$ cat src/rtl/reg_op_sequencer.sv
// Micro-program sequencer for the 16 x 32-bit register-operation datapath.
// Issues stored op words on mode/rx/ry/rz and tracks the datapath carry.
module reg_op_sequencer #(
    parameter int PROG_DEPTH = 16,
    parameter int PAW        = 4,
    parameter int RAW        = 4,
    parameter int MW         = 4
) (
    input  logic           clk,
    input  logic           rst,
    input  logic           prog_we,
    input  logic [PAW-1:0] prog_addr,
    input  logic [15:0]    prog_data,
    input  logic           start,
    input  logic           cy,
    output logic [MW-1:0]  mode,
    output logic [RAW-1:0] rx,
    output logic [RAW-1:0] ry,
    output logic [RAW-1:0] rz,
    output logic           busy,
    output logic           done,
    output logic [PAW-1:0] pc,
    output logic           carry_flag
);

    typedef enum logic [2:0] {
        IDLE    = 3'd0,
        FETCH   = 3'd1,
        ISSUE   = 3'd2,
        CAPTURE = 3'd3,
        DONE_ST = 3'd4
    } state_t;

    localparam logic [PAW-1:0] LAST_PC = PAW'(PROG_DEPTH - 1);
    localparam logic [3:0]     OP_NOP  = 4'h0;
    localparam logic [3:0]     OP_JC   = 4'hE;
    localparam logic [3:0]     OP_HALT = 4'hF;

    state_t      state;
    logic [15:0] mem [PROG_DEPTH];
    logic [15:0] word;
    logic [3:0]  op;
    logic        at_last;

    assign word    = mem[pc];
    assign op      = word[15:12];
    assign at_last = (pc == LAST_PC);

    // Program store: cleared by reset, writable only while the sequencer is idle
    always_ff @(posedge clk or posedge rst) begin
        if (rst) begin
            for (int i = 0; i < PROG_DEPTH; i++) begin
                mem[i] <= 16'h0000;
            end
        end else if (prog_we && (state == IDLE)) begin
            mem[prog_addr] <= prog_data;
        end
    end

    // Sequencer FSM with registered datapath controls and status
    always_ff @(posedge clk or posedge rst) begin
        if (rst) begin
            state      <= IDLE;
            mode       <= '0;
            rx         <= '0;
            ry         <= '0;
            rz         <= '0;
            busy       <= 1'b0;
            done       <= 1'b0;
            pc         <= '0;
            carry_flag <= 1'b0;
        end else begin
            case (state)
                IDLE: begin
                    done <= 1'b0;
                    if (start) begin
                        pc         <= '0;
                        carry_flag <= 1'b0;
                        busy       <= 1'b1;
                        state      <= FETCH;
                    end else begin
                        state <= IDLE;
                    end
                end
                FETCH: begin
                    case (op)
                        OP_HALT: begin
                            busy  <= 1'b0;
                            done  <= 1'b1;
                            state <= DONE_ST;
                        end
                        OP_JC, OP_NOP: begin
                            // A taken branch is a jump, so the end-of-program rule never applies
                            if ((op == OP_JC) && carry_flag) begin
                                pc    <= word[PAW-1:0];
                                state <= FETCH;
                            end else if (at_last) begin
                                busy  <= 1'b0;
                                done  <= 1'b1;
                                state <= DONE_ST;
                            end else begin
                                pc    <= pc + PAW'(1);
                                state <= FETCH;
                            end
                        end
                        default: begin
                            mode  <= MW'(op);
                            rx    <= RAW'(word[11:8]);
                            ry    <= RAW'(word[7:4]);
                            rz    <= RAW'(word[3:0]);
                            state <= ISSUE;
                        end
                    endcase
                end
                ISSUE: begin
                    mode  <= '0;
                    rx    <= '0;
                    ry    <= '0;
                    rz    <= '0;
                    state <= CAPTURE;
                end
                CAPTURE: begin
                    carry_flag <= cy;
                    if (at_last) begin
                        busy  <= 1'b0;
                        done  <= 1'b1;
                        state <= DONE_ST;
                    end else begin
                        pc    <= pc + PAW'(1);
                        state <= FETCH;
                    end
                end
                DONE_ST: begin
                    done  <= 1'b0;
                    state <= IDLE;
                end
                default: begin
                    mode  <= '0;
                    rx    <= '0;
                    ry    <= '0;
                    rz    <= '0;
                    busy  <= 1'b0;
                    done  <= 1'b0;
                    state <= IDLE;
                end
            endcase
        end
    end

endmodule

$ cat config.mk
export PLATFORM = sky130hd
export DESIGN_NAME = reg_op_sequencer
export DESIGN_NICKNAME = d
export VERILOG_FILES = /design/src/rtl/reg_op_sequencer.sv
export SDC_FILE = /design/constraint.sdc
export NUM_CORES = 1
export LEC_CHECK = 0
export ABC_AREA = 1
export CORE_UTILIZATION = 45
export DETAILED_ROUTE_END_ITERATION = 7
export GPL_ROUTABILITY_DRIVEN = 0
export HOLD_SLACK_MARGIN = 0.12
export MAX_ROUTING_LAYER = met4
export PLACE_DENSITY_LB_ADDON = 0.25
export SETUP_SLACK_MARGIN = 0.2
export SYNTH_ARGS = -nofsm -noshare
export SYNTH_HDL_FRONTEND = slang
export SYNTH_SLANG_ARGS = --single-unit
$ cat constraint.sdc
create_clock -name clk -period 11.2 [get_ports clk]
set_input_delay 2.24 -clock clk [delete_from_list [all_inputs] [get_ports clk]]
set_output_delay 2.24 -clock clk [all_outputs]
set_load 0.03 [all_outputs]
==> impl_metrics.toml <==
[placement]
portBuffers = 47
postPlaceCellArea_mm2 = 0.0140
hpwl_mm = 22.5

[clocking]
numCtsBuffers = 31
cts_max_level = 1
cts-root-buf = "clkbuf_16"
path_clk_slew_ns = 0.06
cts.path.max_buffers = 3
cts_tree = "yes"
cts_resized = 0
clkLatencyLatePin_ns = 0.56
clock-sinks = 282
cts_setup_buffers = 0
cts_hold_buf = 0

[global_routing]
grt_pass1_vias = 10824
overflow = 0
grt_pass1_wl_mm = 61.2
grt_antenna_before_repair = 1
grt_use_total_pct = 26.6
grt_max_degree = 97

[worst_setup_path]
critPathKind = "register to output pin"
cp-end-kind = "output pin"
critPathBufInv = 1
cp_cell_sequence = "clkdlybuf4s50_1"
worstReg2RegEnd = "mode[3]$_DFFE_PP0P_"
critPathLaunchType = "register"
crit_path_start = "pc[0]$_DFFE_PP0P_"
crit_required_ns = 8.96
cp_top_family = "flip-flops"
critPathMaxStageDelay_ns = 0.78
endpoint = "pc[0]"
reg2regPathDepth = 14
timing.rr.start = "pc[0]$_DFFE_PP0P_"
rrSetupSlack_ns = 7.23
arrival_ns = 2.11
worst-path-stages = 1
cp_slowest_cell = "dfrtp_4"
cp_max_fo = 45

[timing]
slew_headroom_pct = 14.8
hold_violations = 0
fin_crit_sh_pct = 38.9
setup_violations = 0
worst_pin_slew_ns = 1.27
timing.fmax_mhz = 230
finalSetupTns_ns = 0
rsz0062_at_grt = "no"
drv_slew = 0
min_period_ns = 4.35
finClkSkew_ns = 0.0129

[finish]
regArea_mm2 = 0.00706
final_nets = 1710
drive_above_1_share_pct = 6.39
area_growth_pct = 13.1
multiInputGateArea_mm2 = 0.00520
fillers = 2766
final_area_mm2 = 0.0151
n_antenna_cell = 0

[detailed_routing]
drt_first_pass_iters = 6
antenna_left = 0
wl_per_cell_um = 18.4
drcViolationCount = 0
wirelength_mm = 38.5
drt_iter0_markers = 1026
num_vias = 11427
viasPerCell = 5.46

[synth]
synth-seq-area-share_pct = 53.0
synth-compound-area-share_pct = 18.1
syn_area_per_cell_um2 = 7.85
syn_area_mm2 = 0.0133
synthDistinctLibCells = 31
synth-warning-count = 0
synth_mux_area_share_pct = 0
synth_area_leaders = "dfrtp_1, o21ai_0, nand2_1, a21oi_1, nor2_1"
synth_area_leader_cell = "dfrtp_1"
synth-simple-area-share_pct = 20.3
synth-seq-cells = 282
synthAdderAreaFrac_pct = 0.0939
synthCells = 1697
synth_top_family_by_area = "simple AND/OR/NAND/NOR gates"
synth_nets = 1723
synth-xor-area-share_pct = 0.0657
yosysTopAreaCellShare_pct = 53.0

[floorplanning]
die_x_um = 174
dieHeight_um = 174
pin_count = 48
die-area_mm2 = 0.0303
rows = 62
coreArea_mm2 = 0.0289
initial_utilization_pct = 46.1

[pwr]
p_leak_nw = 6.99
p_per_area_mw_per_mm2 = 290
fin_total_pwr_mw = 4.36
vdd_drop_max_uv = 143

[min_path]
hp-class = "register to register"

[status]
outcome = "completed"

[flow_run]
drv_cap = 0
==> worst register-to-register path: stages (launching register included) <==
cell	delay [ns]
dfrtp_4	0.78
clkinv_2	0.72
buf_4	0.63
nand2_1	0.17
nand3_1	0.08
nand3_1	0.14
nand3_1	0.11
nand2_1	0.13
nor2_1	0.06
nand2_1	0.13
nand2_2	0.11
o21ai_4	0.40
nand2_4	0.23
nand2_1	0.11
nand2_1	0.05
==> cells in the mapped netlist, drive strengths merged <==
cell type / number
clkbuf: 77
o211ai: 7
o21bai: 1
nor3: 3
o22ai: 1
nor4: 5
clkinv: 2
or2: 1
o2111ai: 1
o221ai: 3
a21oi: 173
nand4: 7
xor2: 1
nand3: 100
ha: 1
o21ai: 285
buf: 41
nor2: 169
dfrtp: 282
a221oi: 1
nand2: 373
inv: 163
==> registers in the layout, indices dropped and copies added, names as in the netlist <==
register	count
mem	256
mode	4
pc	4
rx	4
ry	4
rz	4
state	3
busy	1
carry_flag	1
done	1
==> power by group <==
part           switching (mW)  internal (mW)
registers               0.224           1.50
clock network           0.413          0.611
logic                    1.08          0.541
total                    1.71           2.65
==> cell usage in the layout, fill, tap and decap left out, types with 3 or more instances in the layout <==
cell               n
nor4_4             5
inv_1            157
nand2_1          366
clkbuf_8           9
dfrtp_1          280
nor2_1           161
clkdlybuf4s50_1   47
nor2_2             8
nand4_1            7
buf_4             25
o21ai_0          283
clkbuf_1           4
inv_2              4
a21oi_1          173
o221ai_1           3
nand3_1          100
clkinv_2           8
o211ai_1           7
nand2_2            5
clkbuf_16         31
==> cells by family (layout without fill, tap and decap cells) <==
kind of cell | count (synthesis) | in the layout
AND/OR/NAND/NOR | 658 | 658
AO/OA/AOI/OAI | 472 | 472
buffers and inverters | 283 | 293
flip-flops | 282 | 282
adder cells (fa/ha/maj) | 1 | 1
XOR/XNOR | 1 | 1
==> routing by layer <==
layer  GRT usage [%]  vias to the layer above  share of wire, %
li1                -                     5461                 -
met1            36.7                     5454                44
met2            42.0                      442                46
met3            3.30                       70               7.4
met4            6.47                        0               2.5
met5               -                        -                 0
==> worst min path at each step <==
stage	start	to	slack, ns	cells past startpoint
6_report	rz[3]$_DFFE_PP0P_	rz[3]$_DFFE_PP0P_	0.47	2
5_1_grt	rz[1]$_DFFE_PP0P_	rz[1]$_DFFE_PP0P_	0.49	2
4_1_cts	rz[3]$_DFFE_PP0P_	rz[3]$_DFFE_PP0P_	0.47	2
3_5_place_dp	rz[3]$_DFFE_PP0P_	rz[3]$_DFFE_PP0P_	0.46	2
3_3_place_gp	rz[3]$_DFFE_PP0P_	rz[3]$_DFFE_PP0P_	0.46	2
2_1_floorplan	mem[228]$_DFFE_PP0P_	mem[228]$_DFFE_PP0P_	0.45	2
==> area by class of cell <==
class / instances / area share (%)
clock buffer: 44 / 6.07
sequential: 282 / 46.9
inverter: 165 / 4.17
clock inverter: 12 / 0.789
multi-input combinational: 1132 / 34.5
tap: 384 / 3.19
timing repair buffer: 72 / 4.37
==> through the flow <==
stage | util (%) | hold WS (ns) | setup WS [ns] | instances
2_1_floorplan | - | 0.448 | 1.18 | 1697
3_3_place_gp | 48.5 | 0.457 | 6.64 | 2035
3_5_place_dp | 48.5 | 0.461 | 6.52 | 2035
4_1_cts | 52.1 | 0.475 | 6.83 | 2091
5_1_grt | 52.1 | 0.494 | 6.79 | 2091
6_report | 52.1 | 0.467 | 6.85 | 2091
Note: power is estimated with default switching activity, not from simulation.
